===== config.mk =====
export PLATFORM = sky130hd
export DESIGN_NAME = seq_gen
export DESIGN_NICKNAME = d
export VERILOG_FILES = /design/src/rtl/seq_gen.sv
export SDC_FILE = /design/constraint.sdc
export NUM_CORES = 1
export LEC_CHECK = 0
export BUFFER_PORTS_ARGS = -buffer_cell sky130_fd_sc_hd__buf_2
export CAP_MARGIN = 20
export CELL_PAD_IN_SITES_DETAIL_PLACEMENT = 0
export CELL_PAD_IN_SITES_GLOBAL_PLACEMENT = 1
export CORE_UTILIZATION = 41
export DETAILED_ROUTE_END_ITERATION = 8
export GPL_TIMING_DRIVEN = 0
export HOLD_SLACK_MARGIN = 0.1
export PLACE_DENSITY_LB_ADDON = 0.1
export SLEW_MARGIN = 10
export SYNTH_ARGS = -nofsm -noshare
export SYNTH_HDL_FRONTEND = slang
export SYNTH_SLANG_ARGS = --single-unit

===== constraint.sdc =====
create_clock -name clk -period 1.75 [get_ports clk]
set_clock_uncertainty 0.05 [all_clocks]
set_input_delay 0.0875 -clock clk [delete_from_list [all_inputs] [get_ports clk]]
set_output_delay 0.0875 -clock clk [all_outputs]
set_load 0.02 [all_outputs]

===== src/rtl/seq_gen.sv =====
// Serial pattern transmitter: sends PATTERN MSB-first in repeated frames with a programmable gap.
// Optional build macro SEQ_GEN_PARITY_EN appends an even-parity bit to every frame.
module seq_gen #(
  parameter int               PAT_W   = 6,
  parameter logic [PAT_W-1:0] PATTERN = 6'b001100,
  parameter int               CNT_W   = 8,
  parameter int               GAP_W   = 4
) (
  input  logic             clk,
  input  logic             rst,
  input  logic             start,
  input  logic [CNT_W-1:0] rep_cnt,
  input  logic [GAP_W-1:0] gap,
  input  logic             abort,
  output logic             out,
  output logic             out_vld,
  output logic             busy,
  output logic             done,
  output logic [CNT_W-1:0] frame_cnt
);

`ifdef SEQ_GEN_PARITY_EN
  function automatic logic even_parity(input logic [PAT_W-1:0] v);
    return ^v;
  endfunction
  localparam int            FW    = PAT_W + 1;
  localparam logic [FW-1:0] FRAME = {PATTERN, even_parity(PATTERN)};
`else
  localparam int            FW    = PAT_W;
  localparam logic [FW-1:0] FRAME = PATTERN;
`endif
  localparam int BW = $clog2(FW + 1);

  typedef enum logic [1:0] {IDLE = 2'd0, SHIFT = 2'd1, GAP = 2'd2, DONE = 2'd3} state_t;

  state_t           state_r;
  logic [FW-1:0]    sreg_r;
  logic [BW-1:0]    bit_r;
  logic [CNT_W-1:0] rep_r;
  logic [GAP_W-1:0] gap_len_r;
  logic [GAP_W-1:0] gap_cnt_r;

  // Burst sequencer; sreg_r holds the bits still to send after the one on out, bit_r the index of the current bit.
  always_ff @(posedge clk or posedge rst) begin
    if (rst) begin
      state_r   <= IDLE;
      sreg_r    <= '0;
      bit_r     <= '0;
      rep_r     <= '0;
      gap_len_r <= '0;
      gap_cnt_r <= '0;
      out       <= 1'b1;
      out_vld   <= 1'b0;
      busy      <= 1'b0;
      done      <= 1'b0;
      frame_cnt <= '0;
    end else begin
      case (state_r)
        IDLE: begin
          done <= 1'b0;
          if (start && !abort) begin
            rep_r     <= (rep_cnt == '0) ? CNT_W'(1) : rep_cnt;
            gap_len_r <= gap;
            frame_cnt <= '0;
            sreg_r    <= FRAME << 1;
            bit_r     <= BW'(FW - 1);
            out       <= FRAME[FW-1];
            out_vld   <= 1'b1;
            busy      <= 1'b1;
            state_r   <= SHIFT;
          end else begin
            out     <= 1'b1;
            out_vld <= 1'b0;
            busy    <= 1'b0;
          end
        end
        SHIFT: begin
          if (abort) begin
            out     <= 1'b1;
            out_vld <= 1'b0;
            busy    <= 1'b0;
            state_r <= IDLE;
          end else if (bit_r != BW'(0)) begin
            out    <= sreg_r[FW-1];
            sreg_r <= {sreg_r[FW-2:0], 1'b0};
            bit_r  <= bit_r - BW'(1);
          end else begin
            frame_cnt <= frame_cnt + CNT_W'(1);
            rep_r     <= rep_r - CNT_W'(1);
            if (rep_r > CNT_W'(1)) begin
              if (gap_len_r != GAP_W'(0)) begin
                gap_cnt_r <= gap_len_r;
                out       <= 1'b1;
                out_vld   <= 1'b0;
                state_r   <= GAP;
              end else begin
                sreg_r <= FRAME << 1;
                bit_r  <= BW'(FW - 1);
                out    <= FRAME[FW-1];
              end
            end else begin
              out     <= 1'b1;
              out_vld <= 1'b0;
              done    <= 1'b1;
              state_r <= DONE;
            end
          end
        end
        GAP: begin
          if (abort) begin
            out     <= 1'b1;
            out_vld <= 1'b0;
            busy    <= 1'b0;
            state_r <= IDLE;
          end else if (gap_cnt_r == GAP_W'(1)) begin
            sreg_r  <= FRAME << 1;
            bit_r   <= BW'(FW - 1);
            out     <= FRAME[FW-1];
            out_vld <= 1'b1;
            state_r <= SHIFT;
          end else begin
            gap_cnt_r <= gap_cnt_r - GAP_W'(1);
          end
        end
        DONE: begin
          done    <= 1'b0;
          busy    <= 1'b0;
          out     <= 1'b1;
          out_vld <= 1'b0;
          state_r <= IDLE;
        end
        default: begin
          out     <= 1'b1;
          out_vld <= 1'b0;
          busy    <= 1'b0;
          done    <= 1'b0;
          state_r <= IDLE;
        end
      endcase
    end
  end

endmodule

==> results.txt, run 1 <==
The number of primary I/O pins is 28. The final critical-path share of the clock period came out at 108.3%. The number of enable flip-flop cells after synthesis came out at 0.

Summing over every cut layer, the via total after detailed routing is about 2200. The number of antenna diodes in the final layout is 0. Sequential cells were found to cover between 30% and 40% of the synthesized design area. The die covers between 5000 and 6000 um2. Dividing the detail-routed wire length by the instance count gives 16.49 um. The first global-routing pass estimated 10500 um of wire. The clock tree from TritonCTS is built. Tracing the worst setup path back leads to its startpoint at state_r[1].

The detailed-route DRC error count is 0. The setup slack of the worst register-to-register path came out at -0.15 ns. The data arrival time at the worst-slack endpoint is between 2 and 2.5 ns.

The critical path in this run is classified as reg -> reg. The checks that failed: negative setup slack. The number of DRC violations after detailed-routing iteration 0 is around 120. The via density per instance is between 5 and 6. After the last flow step, the layout net total stands at 358. The Yosys step of the flow raised 0 warnings.

The time the worst path needs with I/O delays and setup came out at between 1.5 and 2 ns. The clock passes through at most 2 buffers. In this run the clock root is driven by a sky130_fd_sc_hd__clkbuf_8.

The max capacitance violation total is 0. The endpoint identified for the worst register-to-register timing path is gap_cnt_r[0]. Walking the worst path, the cells encountered are inv_2, ha_4, nand2_4, a221o_1, a21o_1, a211o_1. Synthesis instantiated 67 different standard cells from the library. The worst vdd rail ir drop came out at around 0.8 mV.

The clock slew at the register clock pins of the worst setup and hold paths is roughly 0.080 ns. The analysis attributes to cell leakage a power of roughly 0.0016 uW. The measured slew at the worst slew-check pin is between 0.7 and 0.8 ns. The synthesized netlist net count came out at about 260.

The first detailed-routing pass took 4 iterations. The share of synthesized area spent on multiplexers is 7.313%. The TritonCTS buffer count is 5. The maximum fanout count along the critical path is 8. The area growth from synthesis to layout came out at 54.28%.

The area of the core came out at 5270 um2. Routability-driven placement finished with a final weighted congestion of approximately 0.79. The final wirelength is 6614 um.

The total placed instance area came out at 2621 um2. The die is 77.06 um tall. The startpoint kind of the worst setup timing path is a flip-flop. The initial core utilization came out at between 40% and 50%. The worst flop-to-flop path startpoint is state_r[1]. The count of endpoints failing hold in the final timing report came out at 0.

The most used flip-flop cell after synthesis is sky130_fd_sc_hd__dfrtp_1. The dominant combinational cell family by area after synthesis is compound AO/OA/AOI/OAI gates. The width of the die came out at just under 80 um. The fraction of layout cells with a size suffix above 1 is 51.96%. The tightest min-delay check is of the in -> reg type.

The number of buffers added on ports is 27. The fraction of the mapped netlist area in compound gates came out at between 20% and 30%. The area fraction in and, or, nand and nor cells after synthesis is between 10% and 20%. The setup-violating endpoint count in the final report is 24. The dominant delay contributor by cell family on the critical path is compound AO/OA/AOI/OAI gates. After routing the design area is approximately 3600 um2. The netlist area before placement is 2310 um2.

The relative max-transition margin came out at 46.83%. In the final timing run, aggregate negative setup slack is -1.610 ns. Summed over all layers, the global routing overflow is 0.

The power density over the cells is between 1500 and 2000 nW/um2. The critical path crosses 6 cells after its start point. For hold timing, the worst endpoint is out_vld. The later pin in the worst-skew pair is clocked with a latency of approximately 0.3 ns. The count of antenna-violating nets left after detailed routing came out at 0. The total number of placement rows came out at 26. The highest attainable clock frequency is roughly 530 MHz.

The data required time of the critical path is between 1.5 and 2 ns. The number of cells on the worst reg-to-reg path came out at 6. The H-tree was split into 2 levels. The worst setup path is captured at a flip-flop. Entering global routing, the biggest net connects 37 pins. Summing the areas of all fa, ha and maj instances in the mapped netlist gives under 10% of the synthesized area.

The HPWL after detailed placement is 3944 um. The buffer and inverter count on the worst path is 1. The number of global-route vias before repair came out at 2045.

The flow ran to the end, but the final reports show violations. The worst setup slack after layout is -0.1455 ns. The worst hold path was traced through 4 stages. The total count of max-transition violations in the final report came out at 0. The async set-reset flop share out of synthesis came out at 100.0%. The utilization of the core after routing came out at roughly 68%.

The initial antenna violation count is 0. The post-synthesis area per instance is around 10 um2. Synthesis produced 230 cells.

The worst hold path begins at start. The synthesized netlist devotes 0.7584% of its cell area to XOR and XNOR gates. Global routing used between 20% and 30% of the available tracks across all layers.

The largest single stage delay on the critical path is 0.43 ns. The flip-flop and latch count after synthesis came out at 36. Setup repair after global routing could not meet its margin everywhere. On the critical path, the stage with the largest delay is an instance of sky130_fd_sc_hd__dfrtp_1. The number of sinks on the clock net is 36.
==> power by group <==
group	switching [uW]	internal, uW
sequential	340	1140
combinational	1670	1790
clock	321	322
==> registers in the layout, summed over array words and instances (netlist names) <==
signal	flops
state_r	2
out	1
frame_cnt	8
out_vld	1
rep_r	8
gap_len_r	4
gap_cnt_r	4
sreg_r	3
busy	1
bit_r	3
done	1
==> worst min-delay path: cells and delay by family <==
family	cells	cell delay, ns
mux	2	0.21
simple gates	1	0.09
buf+inv	1	0.11
==> how the worst max path moves through the flow <==
stage / endpoint
6_report: gap_cnt_r[0]
5_1_grt: gap_cnt_r[0]
4_1_cts: gap_cnt_r[0]
3_5_place_dp: rep_r[4]
3_3_place_gp: frame_cnt[1]
2_1_floorplan: state_r[0]
==> per-stage QoR <==
stage	power, uW	hold WS, ns	setup WS, ns	cells
floorplan	3141	0.1881	-0.06036	230
global placement	3652	0.2721	-0.4399	327
detailed placement	3662	0.2476	-0.4310	327
CTS	5030	0.1638	-0.1241	383
global route	5932	0.2203	-0.1805	401
finish	5578	0.1700	-0.1455	401
==> routing by layer <==
| metal | wire length, um | global-route usage (%) |
|---|---|---|
| met3 | 289 | 3.571 |
| met5 | 0 | 0 |
| met4 | 108 | 5.660 |
| met1 | 3116 | 30.99 |
| met2 | 3100 | 36.88 |
==> timing repair <==
item,CTS,global route
hold buffers,12,0
cloned,1,0
setup buffers,38,19
setup endpoints to repair,34,35
pin swaps,24,26
gates resized for setup,33,51
hold endpoints to repair,46,0
==> synthesized netlist by cell type (2+ instances only) <==
master,count,area [um2]
sky130_fd_sc_hd__a211oi_1,2,15.01
sky130_fd_sc_hd__a21oi_1,11,55.05
sky130_fd_sc_hd__a221oi_1,2,17.52
sky130_fd_sc_hd__a22o_1,3,26.28
sky130_fd_sc_hd__a22oi_1,2,15.01
sky130_fd_sc_hd__a2bb2oi_1,3,26.28
sky130_fd_sc_hd__a31o_2,3,26.28
sky130_fd_sc_hd__a31oi_1,3,18.77
sky130_fd_sc_hd__buf_2,3,15.01
sky130_fd_sc_hd__buf_4,2,15.01
sky130_fd_sc_hd__buf_6,2,22.52
sky130_fd_sc_hd__clkbuf_1,3,11.26
sky130_fd_sc_hd__dfrtp_1,35,875.8
sky130_fd_sc_hd__ha_1,12,150.1
sky130_fd_sc_hd__inv_1,13,48.80
sky130_fd_sc_hd__mux2_1,3,33.78
sky130_fd_sc_hd__mux2_2,4,45.04
sky130_fd_sc_hd__mux2_4,2,30.03
sky130_fd_sc_hd__mux2i_1,6,60.06
sky130_fd_sc_hd__nand2_1,13,48.80
sky130_fd_sc_hd__nand2b_1,4,25.02
sky130_fd_sc_hd__nand3_1,5,25.02
sky130_fd_sc_hd__nand3b_1,2,15.01
sky130_fd_sc_hd__nor2_1,18,67.56
sky130_fd_sc_hd__nor2b_1,3,18.77
sky130_fd_sc_hd__nor3_1,3,15.01
sky130_fd_sc_hd__nor3b_1,2,15.01
sky130_fd_sc_hd__nor4_1,3,18.77
sky130_fd_sc_hd__o2111ai_1,2,17.52
sky130_fd_sc_hd__o21a_1,2,15.01
sky130_fd_sc_hd__o21ai_0,11,55.05
sky130_fd_sc_hd__o22a_1,4,35.03
sky130_fd_sc_hd__o22ai_1,2,12.51
sky130_fd_sc_hd__o2bb2ai_1,2,17.52
sky130_fd_sc_hd__o31ai_1,2,15.01
sky130_fd_sc_hd__or3_1,2,12.51
sky130_fd_sc_hd__or3b_1,2,17.52
sky130_fd_sc_hd__or4_1,4,30.03
sky130_fd_sc_hd__xnor2_1,2,17.52
==> cells by family (layout without fill, tap and decap cells) <==
kind of cell    count (synthesis)  after routing
compound gates                 69             69
xor+xnor                        2              2
fa+ha+maj                      12             12
buf+inv                        23            124
flops                          36             36
mux                            15             15
simple gates                   73             73
==> layout by cell type, fill, tap and decap left out, types with 4 or more instances in the layout <==
cell type	instances
sky130_fd_sc_hd__inv_2	5
sky130_fd_sc_hd__clkbuf_8	6
sky130_fd_sc_hd__ha_4	5
sky130_fd_sc_hd__mux2i_1	5
sky130_fd_sc_hd__o21ai_0	9
sky130_fd_sc_hd__o22a_1	4
sky130_fd_sc_hd__ha_1	5
sky130_fd_sc_hd__dlygate4sd3_1	12
sky130_fd_sc_hd__buf_6	18
sky130_fd_sc_hd__dfrtp_1	34
sky130_fd_sc_hd__buf_4	41
sky130_fd_sc_hd__nand2_1	12
sky130_fd_sc_hd__mux2_4	5
sky130_fd_sc_hd__a21oi_2	4
sky130_fd_sc_hd__a21oi_1	7
sky130_fd_sc_hd__nand3_1	5
sky130_fd_sc_hd__buf_2	29
sky130_fd_sc_hd__inv_1	7
sky130_fd_sc_hd__mux2_2	4
sky130_fd_sc_hd__nor2_1	13
==> cell type report <==
class | instances | area [um2]
plain buffers | 9 | 81.33
clock buffers | 8 | 90.09
fillers | 416 | 1707
inverters | 13 | 51.30
multi-input cells | 171 | 1620
flip-flops and latches | 36 | 903.4
well taps | 70 | 87.58
repair buffers | 94 | 729.5
Note: power is estimated with default switching activity, not from simulation.
==> run 2: changes to the inputs <==
--- a/config.mk
+++ b/config.mk
@@ -5,11 +5,12 @@
 export SDC_FILE = /design/constraint.sdc
 export NUM_CORES = 1
 export LEC_CHECK = 0
+export ABC_AREA = 1
 export BUFFER_PORTS_ARGS = -buffer_cell sky130_fd_sc_hd__buf_2
 export CAP_MARGIN = 20
 export CELL_PAD_IN_SITES_DETAIL_PLACEMENT = 0
 export CELL_PAD_IN_SITES_GLOBAL_PLACEMENT = 1
-export CORE_UTILIZATION = 41
+export CORE_UTILIZATION = 38
 export DETAILED_ROUTE_END_ITERATION = 8
 export GPL_TIMING_DRIVEN = 0
 export HOLD_SLACK_MARGIN = 0.1
==> run 2 against run 1 <==
  * The run now ends clean
  * Synthesized cell count up 33%
  * Synthesized area unchanged
  * Clock power up 29%
  * Final cell count up 13%
  * Register-to-register slack better by 0.22 ns
  * Clock-buffer cell count down 1
  * Wire length down 15%
  * Core utilization down 15 points
  * Flip-flop and latch count unchanged
  * Worst hold slack worse by 0.048 ns
  * Die area up 7.7%
  * Highest routed layer unchanged
==> results.txt, run 2 <==
The data arrival time at the worst-slack endpoint is ~1.9 ns. The netlist area before placement is ~2300 um2. The routed design has approximately 5600 um of wire.

Entering global routing, the biggest net connects 30 pins. The number of DRC violations after detailed-routing iteration 0 came out at 97. The area fraction in and, or, nand and nor cells after synthesis came out at a little under a third. The tree is rooted in a sky130_fd_sc_hd__clkbuf_8. Leaving out filler cells and counting taps, the final layout contains 453. The initial core utilization is between 30% and 40%. The slowest cell on the critical path is sky130_fd_sc_hd__dfrtp_1.

The final HPWL from detailed placement is 3824 um. Yosys printed 0 warnings. The most common cell type on the critical path is sky130_fd_sc_hd__buf_6. Across the VDD grid, the largest voltage drop is 0.7931 mV. The die is about 80 um tall. The sequential-to-total area share from yosys stat is between 30% and 40%. For the pin with the worst max-slew slack, the measured transition is ~0.26 ns. In the final layout, the share of cells above drive strength 1 is 28.84%.

The depth of the CTS H-tree is 2. TritonCTS built the clock tree. The floorplan step defined a die boundary enclosing roughly 6400 um2. The number of nets in the layout is approximately 410. The synthesized-area fraction occupied by adder cells is between 6 and 7%. The area growth from synthesis to layout is 34.34%. The number of inserted diodes is 0. The via density per instance came out at around 4.8. On the worst path, the slowest cell contributes a delay of 0.40 ns. The path class of the tightest hold or removal check is in -> reg.

The number of global-route vias before repair is 2066. The number of buffers added on ports is 27. By area, the combinational part of the netlist is dominated by simple AND/OR/NAND/NOR gates.

The final weighted congestion of routability-driven global placement came out at about 0.80. In the layout the commonest cells are sky130_fd_sc_hd__nand2_1 (79), sky130_fd_sc_hd__dfrtp_1 (35), sky130_fd_sc_hd__nand3_1 (33), sky130_fd_sc_hd__inv_1 (30), sky130_fd_sc_hd__buf_2 (28). STA classifies the critical path endpoint as a flip-flop.

Global routing used a little under a fifth of the available tracks across all layers. The post-synthesis area per instance is ~7.5 um2. The via count of the routed design is between 2000 and 2500.

Setup violations remaining at the end of the flow were counted as 0. The worst pin sits at a relative slew slack of between 80 and 90%. The width of the die came out at between 70 and 80 um. In the post-synthesis netlist, the cell with the most instances is sky130_fd_sc_hd__nand2_1. Of the post-synthesis cell area, the part taken by muxes is between 1.5 and 2%. The synthesized netlist devotes between 10% and 20% of its cell area to compound gates. The number of primary I/O pins is 28.

The most common cell after layout, fill and taps aside is sky130_fd_sc_hd__nand2_1. The global-route wire length before repair came out at roughly 9600 um. The biggest area contributor in the post-synthesis netlist is sky130_fd_sc_hd__dfrtp_1.

The startpoint kind of the worst setup timing path is a flip-flop. After technology mapping, the gate count stands at ~310. The power density over the cells came out at about 1800 nW/um2.

Setup repair after global routing could not meet its margin everywhere. The flow ran to the end, and the final reports show no timing, DRC or antenna violations. By count the netlist is led by sky130_fd_sc_hd__nand2_1 (83), sky130_fd_sc_hd__inv_1 (36), sky130_fd_sc_hd__dfrtp_1 (35), sky130_fd_sc_hd__nand3_1 (35), sky130_fd_sc_hd__nor2_1 (20). The critical path is of the reg -> reg type. The area of the core came out at 5886 um2. Walking the worst path, the cells encountered are inv_2, ha_1, buf_6, o21ai_4, nand3b_4, a21oi_4, buf_6, nand3_1, nand2_1. The number of placed instances with taps included came out at just over 400. For this run, the leading register cell type out of synthesis is sky130_fd_sc_hd__dfrtp_1. In this run, distinct cell masters in the synthesized netlist total 35. After routing, the total negative slack on setup checks comes to 0 ns. The time the worst path needs with I/O delays and setup came out at about 1.7 ns. The total number of placement rows came out at 28. The worst hold slack after final layout came out at between 0.1 and 0.15 ns.

The data required time of the critical path is between 1.5 and 2 ns. The initial antenna violation count is 0. The count of endpoints failing hold in the final timing report was 0. The length of the first detailed-routing pass in iterations came out at 4. The number of sinks on the clock net came out at 36. For the worst-skew pair, the clock arrives at the later sink with an insertion delay of slightly below 0.3 ns. The area fraction of the dominant cell type after synthesis is 37.92%. Of all nets on the critical path, the largest fanout is 6. The total count of max-transition violations in the final report came out at 0. The highest attainable clock frequency came out at 596.6 MHz. Summing the areas of all xor and xnor instances in the mapped netlist gives approximately 1.5% of the synthesized area. The clock slew at the register clock pins of the worst setup and hold paths is 0.08 ns.

The largest registers in the layout are frame_cnt x8, rep_r x8. Counting flops and latches in the post-synthesis netlist gives 36. The overall overflow remaining after global route is 0. The kind of cell with the highest combined delay along the critical path is flip-flops.

The max capacitance violation total came out at 0. The buffer and inverter count on the worst path came out at 3. TritonCTS created 5 clock buffers. In the final routed layout, each cell accounts on average for around 12 um. Counting along the longest clock path gives a buffer depth of 2. By area the synthesized netlist is led by sky130_fd_sc_hd__dfrtp_1 (38%), sky130_fd_sc_hd__nand2_1 (13%), sky130_fd_sc_hd__nand3_1 (7.6%). The synthesized netlist net count came out at 335. The detailed-route DRC error count came out at 0. The leakage power is 0.001605 uW. After synthesis, the share of flip-flops with an asynchronous set or reset is 100.0%. The final critical-path share of the clock period is roughly 96%.

The number of enable flip-flop cells after synthesis came out at 0. The detail route stage leaves a number of antenna-violating nets equal to 0.
[run 2: cell types whose count changed after synthesis, sizes merged, moves of 6 or more]
cell / before / now
nand2: 14 / 87
nand3: 6 / 37
inv: 13 / 40
o21ai: 12 / 30
nand4: 1 / 8
mux2i: 6 / 0
[run 2: cell type report]
cell class                 count  area, um2
fill                         593       2783
buffer                         7      65.06
clock buffer                   7      96.34
tap                           75      93.84
clock inverter                 1      30.03
timing repair buffer          63      469.2
inverter                      40      155.1
sequential                    36      902.1
multi-input combinational    224       1291
[run 2: final timing paths]
| kind | start | endpoint | slack, ns | depth (start not counted) |
|---|---|---|---|---|
| max | state_r[0] | bit_r[0] | 0.07 | 9 |
| min | rep_cnt[3] | rep_r[3] | 0.12 | 5 |
| max reg2reg | state_r[0] | bit_r[0] | 0.07 | 9 |
| min reg2reg | sreg_r[3] | sreg_r[3] | 0.42 | 2 |
| max in group asynchronous | rst | out | 0.98 | 4 |
| min in group asynchronous | rst | frame_cnt[3] | 0.20 | 3 |
[run 2: worst min-delay path: stages]
cell and delay [ns]:
sky130_fd_sc_hd__buf_2 0.07, sky130_fd_sc_hd__inv_1 0.04, sky130_fd_sc_hd__nor2_1 0.07, sky130_fd_sc_hd__o21ai_0 0.08, sky130_fd_sc_hd__o21ai_0 0.07
[run 2: what timing repair did]
item / CTS / global route
cloned: 0 / 0
hold buffers: 11 / 0
setup buffers: 9 / 15
hold endpoints to repair: 45 / 0
pin swaps: 3 / 9
resized for setup: 6 / 31
setup endpoints to repair: 24 / 31
[run 2: cell families after synthesis]
kind of cell,count (synthesis)
AOI/OAI and AO/OA,44
xor gates and xnor gates,4
adders and majority gates,12
buffers and inverters,47
DFF,36
muxes,4
and+or+nand+nor,160
[run 2: per-layer routing]
metal | up-vias | GRT usage, % | part of all wire [%]
met4 | 0 | 5.536 | 1.5
met1 | 994 | 25.78 | 48
li1 | 1138 | - | -
met3 | 9 | 3.543 | 2.8
met5 | - | 0 | 0
met2 | 27 | 30.85 | 48
[run 2: through the flow]
step                      instance area, um2  worst slack, ns  power (uW)  util, %
after floorplan                         2310          0.08608        3463        -
after global placement                  2539          -0.1622        4076    43.13
after detailed placement                2559          -0.1741        4087    43.47
after CTS                               2880         0.003274        5190    48.94
after global routing                    3103         -0.05112        6290    52.72
final                                   3103          0.07388        5720    52.72
[run 2: power breakdown]
part	switching [uW]	total, uW	internal [uW]	leakage [uW]
Combinational	1910	3470	1560	0.00109
Sequential	247	1420	1180	0.000454
Clock	323	826	503	0.0000645
